### src/rtl/shift_add_mult_ctrl.sv
// Sequential 8x8 unsigned shift-add multiplier, paced by an external 8-step counter.
// Optional: define MULT_TIMEOUT_EN to add a 16-cycle RUN watchdog that pulses err.
module shift_add_mult_ctrl (
    input  logic        clk,
    input  logic        rst,
    input  logic        req,
    input  logic [7:0]  a,
    input  logic [7:0]  b,
    output logic        cnt_start,
    input  logic        cnt_done,
    output logic        busy,
    output logic        valid,
    output logic [15:0] product,
    output logic        err
);

    typedef enum logic [1:0] {IDLE, START, RUN, DONE} state_t;

    state_t      state_q, state_d;
    logic [7:0]  mcand_q, mcand_d;
    logic [16:0] acc_q, acc_d;
    logic [3:0]  step_q, step_d;
    logic [15:0] product_q, product_d;
    logic [8:0]  sum;

`ifdef MULT_TIMEOUT_EN
    logic [3:0]  wdog_q, wdog_d;
    logic        err_q, err_d;
`endif

    // acc_q = {carry, partial product high byte, remaining multiplier bits}
    assign sum = acc_q[16:8] + {1'b0, mcand_q};

    always_comb begin
        state_d   = state_q;
        mcand_d   = mcand_q;
        acc_d     = acc_q;
        step_d    = step_q;
        product_d = product_q;
`ifdef MULT_TIMEOUT_EN
        wdog_d    = wdog_q;
        err_d     = 1'b0;
`endif
        case (state_q)
            IDLE: begin
                if (req) begin
                    mcand_d = a;
                    acc_d   = {9'd0, b};
                    step_d  = 4'd0;
                    state_d = START;
                end
            end
            START: begin
                state_d = RUN;
`ifdef MULT_TIMEOUT_EN
                wdog_d  = 4'd0;
`endif
            end
            RUN: begin
                if (cnt_done) begin
                    product_d = acc_q[15:0];
                    state_d   = DONE;
                end else begin
                    if (step_q < 4'd8) begin
                        acc_d  = acc_q[0] ? {1'b0, sum, acc_q[7:1]} : {1'b0, acc_q[16:1]};
                        step_d = step_q + 4'd1;
                    end
`ifdef MULT_TIMEOUT_EN
                    if (wdog_q == 4'hF) begin
                        state_d = IDLE;
                        err_d   = 1'b1;
                    end else begin
                        wdog_d  = wdog_q + 4'd1;
                    end
`endif
                end
            end
            DONE: begin
                state_d = IDLE;
            end
            default: begin
                state_d = IDLE;
            end
        endcase
    end

    always_ff @(posedge clk or posedge rst) begin
        if (rst) begin
            state_q   <= IDLE;
            mcand_q   <= 8'd0;
            acc_q     <= 17'd0;
            step_q    <= 4'd0;
            product_q <= 16'd0;
`ifdef MULT_TIMEOUT_EN
            wdog_q    <= 4'd0;
            err_q     <= 1'b0;
`endif
        end else begin
            state_q   <= state_d;
            mcand_q   <= mcand_d;
            acc_q     <= acc_d;
            step_q    <= step_d;
            product_q <= product_d;
`ifdef MULT_TIMEOUT_EN
            wdog_q    <= wdog_d;
            err_q     <= err_d;
`endif
        end
    end

    assign cnt_start = (state_q == START);
    assign busy      = (state_q != IDLE);
    assign valid     = (state_q == DONE);
    assign product   = product_q;
`ifdef MULT_TIMEOUT_EN
    assign err       = err_q;
`else
    assign err       = 1'b0;
`endif

endmodule

### config.mk
export PLATFORM = sky130hd
export DESIGN_NAME = shift_add_mult_ctrl
export DESIGN_NICKNAME = d
export VERILOG_FILES = /design/src/rtl/shift_add_mult_ctrl.sv
export SDC_FILE = /design/constraint.sdc
export NUM_CORES = 1
export LEC_CHECK = 0
export ABC_AREA = 1
export CAP_MARGIN = 15
export CORE_MARGIN = 5
export CORE_UTILIZATION = 45
export DETAILED_ROUTE_END_ITERATION = 10
export HOLD_SLACK_MARGIN = 0.03
export PLACE_DENSITY = 0.81
export SKIP_LAST_GASP = 1
export SLEW_MARGIN = 20
export SYNTH_ARGS = -nofsm -noshare
export SYNTH_HDL_FRONTEND = slang
export SYNTH_SLANG_ARGS = --single-unit
export TNS_END_PERCENT = 1
### constraint.sdc
create_clock -name clk -period 1.71 [get_ports clk]
set_clock_uncertainty 0.15 [all_clocks]
set_input_delay 0.4275 -clock clk [delete_from_list [all_inputs] [get_ports clk]]
set_output_delay 0.4275 -clock clk [all_outputs]
set_load 0.005 [all_outputs]
; ---- After elaboration in Yosys (flattened, before gate mapping)
; Cells that the tools add are included.
[classes]
add_sub_neg = 2
mux = 12
n_eq_ne = 7
n_lt_le_gt_ge = 1
n_reduce_logical = 7
[op_table]
columns = operator, count
row1 = $mux W17, 3
row2 = $pmux W17 S2, 1
row3 = $mux W16, 1
row4 = $mux W4, 3
row5 = $add A9 B8 Y9, 1
row6 = $ne A2 B2 Y1 const B, 4
row7 = $pmux W2 S4, 1
row8 = $pmux W4 S2, 1
row9 = $reduce_and A2 Y1, 3
row10 = $add A4 B1 Y4 const B, 1
row11 = $eq A2 B2 Y1 const B, 2
row12 = $lt A4 B4 Y1 const B, 1
row13 = $mux W2, 2
row14 = $reduce_and A4 Y1, 1
row15 = $reduce_bool A2 Y1, 2
row16 = $eq A2 B1 Y1 const B, 1
row17 = $logic_not A2 Y1, 1
[word_totals]
ff_bits = 47
in_bits = 20

; ---- Logic depth before layout (Yosys ltp)
; Gate-level depths: netlist (run 1).
[logic_depth]
depth_word = 5
mapped_depth = 12

; ---- Least setup slack after synthesis (run 1)
; Ideal clock, no wire load.
[synth_path]
path_kind = register -> register
start = reg mcand_q[0]
end = reg acc_q[11]
arrival_time_ps = 1528
slack_ps = -33
n_path_buf = 0
stages_incl_launch_ff = 12
setup_time_ps = 65
synth_period_minus_slack_ps = 1743
path_cell_list = dfrtp_1 -> ha_1 -> inv_1 -> fa_1 -> inv_1 -> nand2_1 -> nand2_1 -> nand2_1 -> or2_2 -> nand3_1 -> nand2_1 -> nand2_1
[synth_via]
elab_chain_len = 5
[synth_rtl]
columns = element, line_no
row1 = start: declaration, 20  ; logic [7:0] mcand_q, mcand_d;
row2 = start signal: assignment, 100  ; mcand_q <= mcand_d;
row3 = $add A9 B8 Y9, 32  ; assign sum = acc_q[16:8] + {1'b0, mcand_q};
row4 = $mux W16, 65  ; acc_d = acc_q[0] ? {1'b0, sum, acc_q[7:1]} : {1'b0, acc_q[16:1]};
row5 = $mux W17, 64  ; if (step_q < 4'd8) begin
row6 = $mux W17, 60  ; if (cnt_done) begin
row7 = $pmux W17 S2, 44  ; case (state_q)
row8 = end signal: assignment, 91  ; acc_q <= 17'd0;
row9 = end signal: assignment, 101  ; acc_q <= acc_d;
row10 = end: declaration, 21  ; logic [16:0] acc_q, acc_d;
; Every way passes these cells. The select of a mux whose other input is x is not followed.
; A chain may end at the register's enable or synchronous reset.

; ---- Worst setup path in the final report (run 1)
[layout_path]
start = reg state_q[1]
end = reg acc_q[9]
[layout_via]
elab_chain_len = 3
[layout_rtl]
columns = element, line_no
row1 = start: declaration, 19  ; state_t state_q, state_d;
row2 = start signal: assignment, 99  ; state_q <= state_d;
row3 = $eq A2 B2 Y1 or $logic_not A2 Y1 (tied branches), 44
row4 = $ne A2 B2 Y1 (no source line) or $reduce_bool A2 Y1 (tied branches), -
row5 = $reduce_and A4 Y1 (no source line), -
; Several ways; a longest one is shown, not always the timed one.

==> qor.txt, run 1 <==
Post-synthesis cell type count = 33
CP delay by family, top = buffers and inverters
Share of layout cells above drive strength 1 = 0.232
Clock buffer count from CTS = 5
Average footprint of a synthesized cell = 8.89 µm²
Worst slack, placed = -285 ps
Vias in the first global route = 1967
Synth Net Count = 298
First-pass GRT wire length = 9020 µm
Clock latency on the worst-skew pair = 310 ps
Largest net degree at the start of global routing = 47
I/O pin count = 40
Fin crit period = 1850 ps
Xor/xnor share of the synthesized area = 0
Final setup fails = 33
Mux contribution to synthesized area = 0.0480
WL final = 5500 µm
RSZ-0062 raised after global routing = true
Util after Layout = 0.636
Starting density of the core = 0.463
Row cnt = 26
Slew Viols, Final = 0
GR Util All Layers = 0.176
Leak Pwr = 1.54 nW
Die W = 82.2 µm
VDD IR max = 1.00 mV
Synth area leader = dfrtp_1
Synth area leaders = dfrtp_1 49%, nand2_1 12%, ha_1 6.9%
Vias per cell = 4.88
Multi-input combinational cell area = 1100 µm²
CP Launch Point = state_q[1]
HPWL after DPL = 3960 µm
Root Driver = clkbuf_8
Ys Warns = 0
Adder-cell share of the synthesized area = 0.0778
Critical Path RT = 1780 ps
CTS max path bufs = 2
Die ar. = 6760 µm²
Crit-path max cell delay = 400 ps
Buf/Inv on CP = 4
Global route overflow = 0
Post-layout nets = 365
Initial antenna violation count = 0
Crit path capture type = flop
Setup CP Type = reg -> reg
Status = finished, violations left
Detailed Routing Iterations Pass 1 = 4
Clock slew at reported path FFs = 90 ps
Clk sink count = 46
Flops & latches, synth = 46
Max-cap violations = 0
Reg-to-reg slack, setup = -140 ps
Slowest CP cell = dfrtp_1
Main combinational cell family by area after synthesis = simple AND/OR/NAND/NOR gates
DR WL/cell = 13.7 µm
Failing checks = negative setup slack
Post-synth top flop = dfrtp_1
Post-route DRC violation count = 0
DR iter-0 viols = 123
Port bufs = 38
Worst R2R Path Depth = 9
Critical Path Most Common Cell = buf_4
Share of flip-flops with an asynchronous set or reset = 1.00
Register area = 1150 µm²
R2r startpoint = state_q[1]
FMAX = 540 MHz
Via count = 1963
# fillers = 410
Fin worst setup slack = -140 ps
CTS tree = yes
Htree depth = 2
Worst path cell trace = buf_4, ha_2, inv_2, nand2_2, o21ai_1, nor2_4, buf_4, buf_4, o22ai_1
Post-synthesis sequential area ratio = 0.490
Peak fanout along the critical path = 4
EDFF count, synth = 0
Inserted Diodes = 0
Hold Path Class = in -> async
Die height = 82.2 µm
Arrival @ worst endpoint = 1920 ps
Power Dens Cells = 1870 nW/µm²
Final hold vios = 0
Reg2reg end = acc_q[9]
ANT nets after route = 0
Final Cycle Share = 1.08
Simple-Gate Fraction of Synth Area = 0.201
Gpl congestion = 0.771
CP startpoint kind = flop
Compound-Gate Fraction of Synth Area = 0.114
Synthesized area = 2350 µm²
Synth top area share = 0.490
Core Footprint = 5070 µm²
Cts hold-fix bufs = 0
Area Overhead vs Synth = 37.5%
Setup TNS after final layout = -1450 ps
Post-synthesis cell count = 264
## logic make-up (layout without fill, tap and decap cells)
group	after synthesis	count (layout)
multiplexers	10	10
AND/OR/NAND/NOR	108	109
buffers and inverters	39	106
other	1	1
adder cells (fa/ha/maj)	14	14
flip-flops	46	46
AO/OA/AOI/OAI	46	46
## state kept, by name, indices dropped and copies added, names as in the netlist
name / cells
acc_q: 16
mcand_q: 8
product: 16
state_q: 2
step_q: 4
## synthesized netlist by cell type, types with 2 or more instances
master     n
a21oi_1   13
buf_4      3
clkbuf_1   3
dfrtp_1   46
ha_1      13
inv_1     31
mux2_2    10
nand2_1   73
nand2_2    2
nand3_1   11
nor2_1     9
nor2_2     3
o211ai_1   7
o21ai_0   16
o21ai_1    2
o22ai_1    2
or2_2      4
## layout by cell type (no fill, tap or decap), types with 2 or more instances in the layout
cell type / Yosys / routed
a21oi_1: 13 / 13
buf_12: 0 / 3
buf_2: 1 / 2
buf_4: 3 / 24
bufinv_16: 0 / 2
clkbuf_8: 0 / 6
clkdlybuf4s50_1: 0 / 35
dfrtp_1: 46 / 46
ha_1: 13 / 10
ha_4: 0 / 2
inv_1: 31 / 26
inv_2: 1 / 5
mux2_2: 10 / 10
nand2_1: 73 / 70
nand2_2: 2 / 5
nand3_1: 11 / 9
nand3_2: 1 / 3
nor2_1: 9 / 9
nor2_2: 3 / 2
nor2_4: 1 / 2
o211ai_1: 7 / 7
o21ai_0: 16 / 16
o21ai_1: 2 / 2
o22ai_1: 2 / 2
or2_2: 4 / 3
## layout make-up
| type | count | area share |
|---|---|---|
| timing repair buffer | 66 | 0.193 |
| multi-input combinational | 180 | 0.342 |
| clock inverter | 2 | 0.0186 |
| clock buffer | 6 | 0.0256 |
| sequential | 46 | 0.357 |
| inverter | 32 | 0.0372 |
| tap | 70 | 0.0271 |
## layer usage
layer	up-vias	track usage	part of all wire
met5	-	0	0
met4	0	0.0581	0.016
met3	10	0.0412	0.044
met2	40	0.300	0.50
met1	923	0.217	0.44
li1	990	-	-
## stage by stage
stage,instance area [µm²],power (mW),hold slack [ps],instances
floorplan,2360,3.52,320,264
global placement,3020,4.70,317,391
detailed placement,3020,4.82,323,391
CTS,3200,5.95,324,401
global route,3230,6.50,348,402
finish,3230,6.03,305,402
## how the worst max path moves through the flow
stage,endpoint,cells past startpoint
6_report,acc_q[9],9
5_1_grt,acc_q[9],9
4_1_cts,acc_q[11],11
3_5_place_dp,acc_q[11],9
3_3_place_gp,acc_q[13],9
2_1_floorplan,acc_q[11],11
## where the power goes
group          internal [mW]  switching, mW  leakage [nW]
logic                   1.58           1.64         0.882
registers               1.53          0.270         0.591
clock network          0.623          0.386        0.0714
## repair_timing
action,in CTS,in global routing
pin swaps,3,5
gates cloned,0,1
setup endpoints to repair,32,39
buffers inserted,2,0
resized for setup,22,4
## worst min-delay path: stages
cell             delay, ps
clkdlybuf4s50_1        410
clkinv_1                70
buf_12                 240
Note: power is estimated with default switching activity, not from simulation.
==> inputs of run 2 (changes only) <==
--- a/config.mk
+++ b/config.mk
@@ -7,11 +7,12 @@
 export LEC_CHECK = 0
 export ABC_AREA = 1
 export CAP_MARGIN = 15
+export CORE_ASPECT_RATIO = 1.1
 export CORE_MARGIN = 5
 export CORE_UTILIZATION = 45
 export DETAILED_ROUTE_END_ITERATION = 10
 export HOLD_SLACK_MARGIN = 0.03
-export PLACE_DENSITY = 0.81
+export PLACE_DENSITY = 0.78
 export SKIP_LAST_GASP = 1
 export SLEW_MARGIN = 20
 export SYNTH_ARGS = -nofsm -noshare
==> run 2 against run 1 <==
  * The run still ends with negative setup slack left
  * Critical path depth down 6
  * Fmax up 2.5%
  * Total power down 4.2%
  * Routed wire length down 5.1%
  * Flip-flop and latch count unchanged
  * Core utilization down 0.42 points
  * Cell count down 3.0%
  * Sequential share of layout area up 0.53 points
  * Non-clock buffer count up 1
  * Global-route usage down 1.5 points
  * Count of clock-buffer cells in the layout down 1
  * Clock power down 20%
==> qor.txt, run 2 (synthesis results as in run 1) <==
Starting density of the core = 0.466
Leak Pwr = 1.53 nW
WL final = 5220 µm
Status = finished, violations left
# fillers = 402
Largest net degree at the start of global routing = 47
Clock slew at reported path FFs = 90 ps
Most frequent cells in the layout = 70 x nand2_1, 46 x dfrtp_1, 35 x clkdlybuf4s50_1, 26 x inv_1, 25 x buf_4
Critical Path RT = 1130 ps
Post-route DRC violation count = 0
DR iter-0 viols = 130
Area Overhead vs Synth = 35.5%
Reg-to-reg slack, setup = -60 ps
Final setup fails = 32
Worst R2R Path Depth = 9
Final Cycle Share = 1.06
Final instance area = 3180 µm²
Cts hold-fix bufs = 0
R2r startpoint = state_q[1]
Reg2reg end = acc_q[5]
Commonest non-fill, non-tap cell in the layout = nand2_1
Detailed Routing Iterations Pass 1 = 6
Fin worst setup slack = -94.5 ps
Root Driver = clkbuf_8
Inserted Diodes = 0
I/O pin count = 40
Vias per cell = 5.04
Die W = 78.9 µm
HPWL after DPL = 3870 µm
Peak fanout along the critical path = 2
Slowest CP cell = dfrtp_1
Initial antenna violation count = 0
Slew Viols, Final = 0
First-pass GRT wire length = 8730 µm
CP startpoint kind = flop
VDD IR max = 0.718 mV
Clock buffer count from CTS = 5
Die ar. = 6760 µm²
Post-layout nets = 365
CTS tree = yes
ANT nets after route = 0
Share of layout cells above drive strength 1 = 0.220
Core Footprint = 5030 µm²
DR WL/cell = 13.4 µm
Util after Layout = 0.632
CTS max path bufs = 2
Hold Path Class = in -> async
Via count = 1967
Crit-path max cell delay = 400 ps
Placed instance area = 3030 µm²
Worst path cell trace = buf_4, ha_1, clkdlybuf4s15_1
GR Util All Layers = 0.161
Crit path capture type = primary output
Global route overflow = 0
RSZ-0062 raised after global routing = true
Worst slack, placed = -254 ps
Setup TNS after final layout = -1150 ps
Max-cap violations = 0
Non-Filler Instances = 390
Power Dens Cells = 1820 nW/µm²
Port bufs = 38
Final hold vios = 0
Failing checks = negative setup slack
Htree depth = 2
Arrival @ worst endpoint = 1230 ps
Clock latency on the worst-skew pair = 300 ps
Gpl congestion = 0.811
Row cnt = 27
Die height = 85.7 µm
Fin crit period = 1800 ps
Placed Cells = 380
Vias in the first global route = 1936
Setup CP Type = reg -> out
Clk sink count = 46
FMAX = 554 MHz
[run 2: worst max path at each step]
stage	from	to	cells after the start
after floorplan	acc_q[8]	acc_q[11]	11
after global placement	cnt_done	step_q[3]	7
after detailed placement	req	acc_q[14]	9
after CTS	acc_q[8]	acc_q[11]	11
after global routing	state_q[0]	acc_q[11]	10
final	state_q[0]	cnt_start	3
[run 2: power breakdown]
| group | internal [mW] | switching, mW | total [mW] |
|---|---|---|---|
| clock | 0.438 | 0.375 | 0.813 |
| sequential | 1.53 | 0.260 | 1.79 |
| combinational | 1.60 | 1.57 | 3.17 |
| total | 3.57 | 2.21 | 5.78 |
[run 2: stage by stage]
stage	power, mW	hold WS (ps)
2_1_floorplan	3.52	320
3_3_place_gp	4.78	314
3_5_place_dp	4.89	322
4_1_cts	5.78	340
5_1_grt	6.27	334
6_report	5.78	327
[run 2: what timing repair did]
action | in CTS | in global routing
resized for setup | 14 | 2
buffers inserted | 2 | 0
pin swaps | 6 | 5
endpoints found under the setup margin | 37 | 48
[run 2: routing by layer]
layer	part of all wire	GRT usage
met4	0.0050	0.0453
met3	0.046	0.0347
met1	0.45	0.192
met5	0	0
met2	0.50	0.291
[run 2: area by class of cell]
type / instances / area, µm² / area share
repair buffers: 67 / 647 / 0.203
multi-input cells: 179 / 1080 / 0.339
inverters: 32 / 120 / 0.0378
well taps: 58 / 72.6 / 0.0228
clock buffers: 5 / 68.8 / 0.0216
clock inverters: 3 / 43.8 / 0.0138
flip-flops and latches: 46 / 1150 / 0.362
[run 2: worst max-delay path, delay by kind of cell, from the launching register on]
family / cells / cell delay [ps]
buf+inv: 2 / 340
fa+ha+maj: 1 / 190
flops: 1 / 400
